File: src/rtl/pack_i32_stream.sv
// rtl/pack_i32_stream.sv - streaming LEB128 encoder, one 32-bit word in, one byte per cycle out
module pack_i32_stream #(
    parameter bit SIGNED = 1'b1
) (
    input  logic        clk,
    input  logic        reset_n,
    input  logic        in_valid,
    output logic        in_ready,
    input  logic [31:0] in_data,
    output logic        out_valid,
    input  logic        out_ready,
    output logic [7:0]  out_data,
    output logic        out_last,
    output logic [2:0]  out_len
);

    typedef enum logic {
        IDLE = 1'b0,
        EMIT = 1'b1
    } state_t;

    state_t      state_q, state_d;
    logic [31:0] shift_q, shift_d;
    logic [2:0]  idx_q, idx_d;
    logic [2:0]  len_q, len_d;
    logic        word_last;

    // Drop one 7-bit group; signed mode keeps the sign so the tail stays all-ones for negatives.
    function automatic logic [31:0] shr7(input logic [31:0] v);
        if (SIGNED) begin
            shr7 = {{7{v[31]}}, v[31:7]};
        end else begin
            shr7 = {7'b0, v[31:7]};
        end
    endfunction

    // True when the low 7 bits of v already carry everything left to encode.
    function automatic logic ends_here(input logic [31:0] v);
        logic [31:0] rest;
        rest = shr7(v);
        if (SIGNED) begin
            ends_here = ((rest == 32'h0000_0000) && !v[6]) ||
                        ((rest == 32'hFFFF_FFFF) && v[6]);
        end else begin
            ends_here = (rest == 32'h0000_0000);
        end
    endfunction

    // Minimal byte count of a word; after four groups the fifth byte always ends it.
    function automatic logic [2:0] calc_len(input logic [31:0] v);
        logic [31:0] s;
        logic        done;
        s        = v;
        done     = 1'b0;
        calc_len = 3'd1;
        for (int i = 0; i < 4; i++) begin
            if (!done) begin
                if (ends_here(s)) begin
                    done = 1'b1;
                end else begin
                    calc_len = calc_len + 3'd1;
                    s        = shr7(s);
                end
            end
        end
    endfunction

    // Termination of the byte currently presented.
    always_comb begin
        word_last = (idx_q == 3'd4) || ends_here(shift_q);
    end

    // Next-state, load/shift control and output decode.
    always_comb begin
        state_d   = state_q;
        shift_d   = shift_q;
        idx_d     = idx_q;
        len_d     = len_q;
        out_valid = (state_q == EMIT);
        out_last  = (state_q == EMIT) && word_last;
        out_data  = (state_q == EMIT) ? {~word_last, shift_q[6:0]} : 8'h00;
        out_len   = (state_q == EMIT) ? len_q : 3'd0;
        in_ready  = (state_q == IDLE) || ((state_q == EMIT) && out_ready && word_last);

        if (in_valid && in_ready) begin
            state_d = EMIT;
            shift_d = in_data;
            idx_d   = 3'd0;
            len_d   = calc_len(in_data);
        end else if ((state_q == EMIT) && out_ready) begin
            if (word_last) begin
                state_d = IDLE;
            end else begin
                shift_d = shr7(shift_q);
                idx_d   = idx_q + 3'd1;
            end
        end
    end

    // State registers; an asynchronous reset discards any word in flight.
    always_ff @(posedge clk or negedge reset_n) begin
        if (!reset_n) begin
            state_q <= IDLE;
            shift_q <= 32'h0000_0000;
            idx_q   <= 3'd0;
            len_q   <= 3'd0;
        end else begin
            state_q <= state_d;
            shift_q <= shift_d;
            idx_q   <= idx_d;
            len_q   <= len_d;
        end
    end

endmodule

File: config.mk
export PLATFORM = sky130hd
export DESIGN_NAME = pack_i32_stream
export DESIGN_NICKNAME = d
export VERILOG_FILES = /design/src/rtl/pack_i32_stream.sv
export SDC_FILE = /design/constraint.sdc
export NUM_CORES = 1
export LEC_CHECK = 0
export CAP_MARGIN = 20
export CORE_UTILIZATION = 28
export CTS_BUF_LIST = sky130_fd_sc_hd__clkbuf_2 sky130_fd_sc_hd__clkbuf_4 sky130_fd_sc_hd__clkbuf_8
export CTS_CLUSTER_SIZE = 25
export DETAILED_ROUTE_END_ITERATION = 12
export PLACE_DENSITY = 0.59
export SETUP_SLACK_MARGIN = 0.1
export SLEW_MARGIN = 10
export SYNTH_ARGS = -nofsm -noshare
export SYNTH_HDL_FRONTEND = slang
export SYNTH_SLANG_ARGS = --single-unit
File: constraint.sdc
create_clock -name clk -period 2.5 [get_ports clk]
set_input_delay 0.375 -clock clk [delete_from_list [all_inputs] [get_ports clk]]
set_output_delay 0.375 -clock clk [all_outputs]
set_load 0.005 [all_outputs]
== After elaboration in Yosys (flattened, before gate mapping) ==
Cells that the tools add are included.
Widths: inputs -> output; s select.

* Output and inout port bits: 14
* Bits of input ports: 36
* Register bits: 39
* Word-level logic and storage cells: 104

* Multiplexer cells: 51
* Bitwise gates (word level): 2
* Reductions and logical operators: 35
* Equality and inequality tests: 7
* Add/subtract/negate cells: 4

{| class="wikitable"
|+ Operators by type and width
! operator !! number
|-
| $mux 32 || 11
|-
| $mux 31 || 7
|-
| $eq 32x32->1 const B || 5
|-
| $logic_not 32->1 || 5
|-
| $mux 3 || 13
|-
| $mux 1 || 18
|-
| $logic_and 1x1->1 || 14
|-
| $add 3x1->3 const B || 4
|-
| $mux 8 || 1
|-
| $logic_or 1x1->1 || 7
|-
| $logic_not 1->1 || 5
|-
| $reduce_and 2->1 || 2
|-
| $reduce_bool 2->1 || 2
|-
| $eq 3x3->1 const B || 1
|-
| $mux 2 || 1
|-
| $ne 2x1->1 const B || 1
|-
| $not 1->1 || 2
|}

== Depth between registers and ports, before layout ==
* Word-level depth: 43
* Mapped depth: 7
* Depth with buffers taken out: 6

== Worst setup path before layout ==
Ideal clock, no wire load.

* Kind: register to output
* Start point: register idx_q[0]
* End point: output out_last
* Cell stages (with the launch flop): 7
* Data required time: 2125 ps
* Path slack: 414 ps
* Path buffers: 2
* Arrival: 1711 ps
* Cell sequence: dfrtp_1 -> inv_1 -> ha_1 -> a222oi_1 -> buf_2 -> buf_2 -> nor2b_1

* Cells in the longest elaborated chain, start to end: 3

{| class="wikitable"
|+ RTL lines
! element !! line !! RTL
|-
| start, declared || 24 || <nowiki>logic [2:0] idx_q, idx_d;</nowiki>
|-
| start signal, assigned || 110 || <nowiki>idx_q <= idx_d;</nowiki>
|-
| $eq 3x3->1 || 70 || <nowiki>word_last = (idx_q == 3'd4) || ends_here(shift_q);</nowiki>
|-
| $logic_or 1x1->1 || 70 ||
|-
| $logic_and 1x1->1 || 80 || <nowiki>out_last = (state_q == EMIT) && word_last;</nowiki>
|-
| end, declared || 13 || <nowiki>output logic out_last,</nowiki>
|}

Every way passes these cells.

== Worst setup path in the final report ==
* Start point: register shift_q[6]
* End point: output out_data[7]

* Cells in the longest elaborated chain, start to end: 6
* Elaborated cells on any way between the ends: 7
* Classes of those cells: 1 x mux; 1 x bitwise; 5 x reduce/logical

{| class="wikitable"
|+ RTL lines
! element !! line !! RTL
|-
| start, declared || 23 || <nowiki>logic [31:0] shift_q, shift_d;</nowiki>
|-
| start signal, assigned || 109 || <nowiki>shift_q <= shift_d;</nowiki>
|-
| $logic_not 1->1 || 42 || <nowiki>ends_here = ((rest == 32'h0000_0000) && !v[6]) ||</nowiki>
|-
| $logic_and 1x1->1 || 42 ||
|-
| $logic_or 1x1->1 * || 42 ||
|-
| $logic_or 1x1->1 * || 70 ||
|-
| $not 1->1 * || 81 || <nowiki>out_data = (state_q == EMIT) ? {~word_last, shift_q[6:0]} : 8'h00;</nowiki>
|-
| $mux 8 * || 81 ||
|-
| end, declared || 12 || <nowiki>output logic [7:0] out_data,</nowiki>
|}

Every way passes the cells marked *; elsewhere a longest branch is shown, timed or not.

==> summary.md <==
| Metric | Value |
|---|---|
| Die Area | `8900 um2` |
| Routed len/inst | `16.6 um` |
| Latest clock arrival within the worst-skew pair | `290 ps` |
| Tcrit/Tclk final | `92.9%` |
| Hold WC Path Type | `in -> async` |
| Yosys cell types | `38` |
| I/O Buffers | `49` |
| # setup viols final | `0` |
| First-pass GRT wire length | `11,300 um` |
| Prevailing post-synth register cell | `dfrtp_1` |
| Critical path data required time | `2120 ps` |
| Mux contribution to synthesized area | `1.83%` |
| Clk_skew | `3.26 ps` |
| Root Driver | `clkbuf_8` |
| Met2 usage | `26.2%` |
| H-tree depth | `2` |
| Final Cell Area | `3280 um2` |
| Initial antenna violation count | `0` |
| Clk sinks | `39` |
| Proportion of layout cells with a drive suffix above 1 | `18.7%` |
| Core Rows | `33` |
| Logic pwr share | `50.9%` |
| Synth Area in Simple Gates | `16.3%` |
| Clock Tree Buf Depth | `2` |
| Cell Area, Synth | `2390 um2` |
| Pre-antenna DRT Iters | `4` |
| Complex-gate fraction of the synthesized area | `27.5%` |
| Chip Height | `94.4 um` |
| Max-cap violation count | `0` |
| Number of global-route vias before repair | `2,248` |
| Worst path slowest cell | `dfrtp_1` |
| Cell-internal power | `2.04 mW` |
| P_leak | `1.37 nW` |
| Worst-Margin Slew | `918 ps` |
| Min cycle time layout | `2320 ps` |
| Post-DP Area | `3020 um2` |
| VDD IR max | `343 uV` |
| Syn_nets | `293` |
| Setup TNS Final | `0 ps` |
| CP Buf/Inv Count | `3` |
| Crit path arrival time | `1950 ps` |
| Power per cell area | `1020 nW/um2` |
| Yosys warns | `0` |
| Clk pwr share | `13.3%` |
| Initial Util | `29.1%` |
| Grt ovf | `0` |
| CP top delay family | `simple AND/OR/NAND/NOR gates` |
| Remaining DRCs | `0` |
| TritonCTS clock tree | `done` |
| Pin count of the biggest net entering global routing | `46` |
| Hold Fails Final Rpt | `0` |
| Largest family of logic cells by synthesized area | `compound AO/OA/AOI/OAI gates` |
| Status | `finished clean` |
| Commonest non-fill, non-tap cell in the layout | `inv_1` |
| Critical path startpoint category | `register` |
| Nets | `353` |
| RSZ-0062 raised after global routing | `no` |
| CTS clk-pin slew, worst paths | `80 ps` |
| Post-DP HPWL | `4550 um` |
| Register bit total from synthesis | `39` |
| Most common cell on crit path | `buf_4` |
| Most frequent cells in the layout | `inv_1 (53), clkdlybuf4s50_1 (45), dfrtp_1 (35), a311oi_1 (24), buf_4 (21)` |
| Vias | `2,306` |
| P_sw | `1.31 mW` |
| Critical-path maximum fanout | `4` |
| GP Congestion | `0.801` |
| CP Cell Sequence | `nor4_2, and4_1, a222oi_1, buf_4, buf_4, and2_1, buf_2` |
| Synth Area in XOR/XNOR | `0.367%` |
| Relative slew margins | `38.8%` |
| Critical Path Max Stage Delay | `410 ps` |
| Overall routed net length | `6970 um` |
| Sequential element share of the synthesized area | `40.9%` |
| Die width | `94.4 um` |
| Aggregate global-route resource usage | `16.5%` |
| Max-slew violation count | `0` |
| # diodes | `0` |
| Drt via density | `5.48` |
| GRT met1 Usage | `21.9%` |
| Max Clock Freq | `0.430 GHz` |
| Core ar. | `8220 um2` |
| Synthesized area per cell | `9.37 um2` |
| Initial drt markers | `180` |
| Setup Crit Path Kind | `reg -> out` |
| Post-Synth Adder-Cell Area | `1.05%` |
| Hold buffer count at CTS | `0` |
| Num CTS Buffers | `5` |
| Routed Antenna Nets | `0` |
| Top Ports | `50` |
| Switching share of power | `39.0%` |
| Synth-to-layout area growth | `37.4%` |
| Post-synth EDFFs | `0` |
| Flop pwr share | `35.8%` |
| Ys async rst share | `100%` |
| Total power | `3.34 mW` |
| Gr busiest metal | `met2` |
| GR Layer Usage met3 | `3.14%` |
| Crit. End Element | `primary output` |
| Cells after synthesis | `255` |
Yosys cell counts, types with 5 or more instances:
library cell	count	share of area [%]
inv_1	53	8.3
dfrtp_1	39	41
a311oi_1	24	8.8
a221oi_1	15	5.5
clkbuf_1	14	2.2
nand4_1	14	3.7
nor4_1	14	3.7
and2_1	12	3.1
a221oi_2	9	5.7
a221o_1	7	2.9
buf_2	5	1.0
nand2_1	5	0.79
layer usage:
layer	vias up	part of all wire, %
met4	0	2.0
met2	68	49
met5	-	0
li1	1100	-
met1	1130	44
met3	8	5.6
power by group through the flow:
| stage | clock, mW | combinational [mW] | sequential (mW) |
|---|---|---|---|
| after detailed placement | 0 | 1.53 | 1.19 |
| final | 0.445 | 1.70 | 1.20 |
| after floorplan | 0 | 0.957 | 1.11 |
| after global routing | 0.481 | 1.86 | 1.24 |
| after CTS | 0.458 | 1.61 | 1.18 |
| after global placement | 0 | 1.53 | 1.16 |
worst paths after layout:
kind                                    end  slack (ps)  cells after the start       start
min in group clk                   len_q[1]         510                      2    len_q[1]
worst min-delay path             shift_q[3]         210                      1     reset_n
worst max register to register  shift_q[30]         210                      9    idx_q[0]
worst min register to register     len_q[1]         510                      2    len_q[1]
max in group asynchronous       shift_q[24]        1660                      1     reset_n
worst max-delay path            out_data[7]         180                      7  shift_q[6]
metrics by stage:
stage	hold slack, ps	instances	utilization [%]	setup WS [ps]
detailed placement	495	399	36.8	67.2
CTS	243	413	38.9	34.1
finish	214	421	39.9	177
global placement	488	399	36.8	109
floorplan	79.4	255	-	414
global route	299	421	39.9	94.8
area by class of cell:
| cell class | count | area (um2) |
|---|---|---|
| inverters | 53 | 199 |
| well taps | 105 | 131 |
| fillers | 816 | 4930 |
| clock buffers | 7 | 83.8 |
| flip-flops and latches | 39 | 981 |
| repair buffers | 74 | 712 |
| clock inverters | 1 | 5.00 |
| multi-input cells | 142 | 1170 |
what timing repair did:
item,in CTS,in global routing
hold endpoints to repair,0,0
gates cloned,1,0
buffers inserted,5,8
pin swaps,3,5
setup endpoints to repair,6,38
resized for setup,10,13
registers in the layout, indices dropped and copies added, names as in the netlist:
name       cells
idx_q          3
out_valid      1
shift_q       32
len_q          3
cells by family after synthesis:
logic type                 after synthesis
AOI/OAI and AO/OA                       70
DFF                                     39
and+or+nand+nor                         65
xor gates and xnor gates                 1
buffers and inverters                   74
adders and majority gates                2
muxes                                    4
No activity file was read; power rests on OpenSTA's default activity.
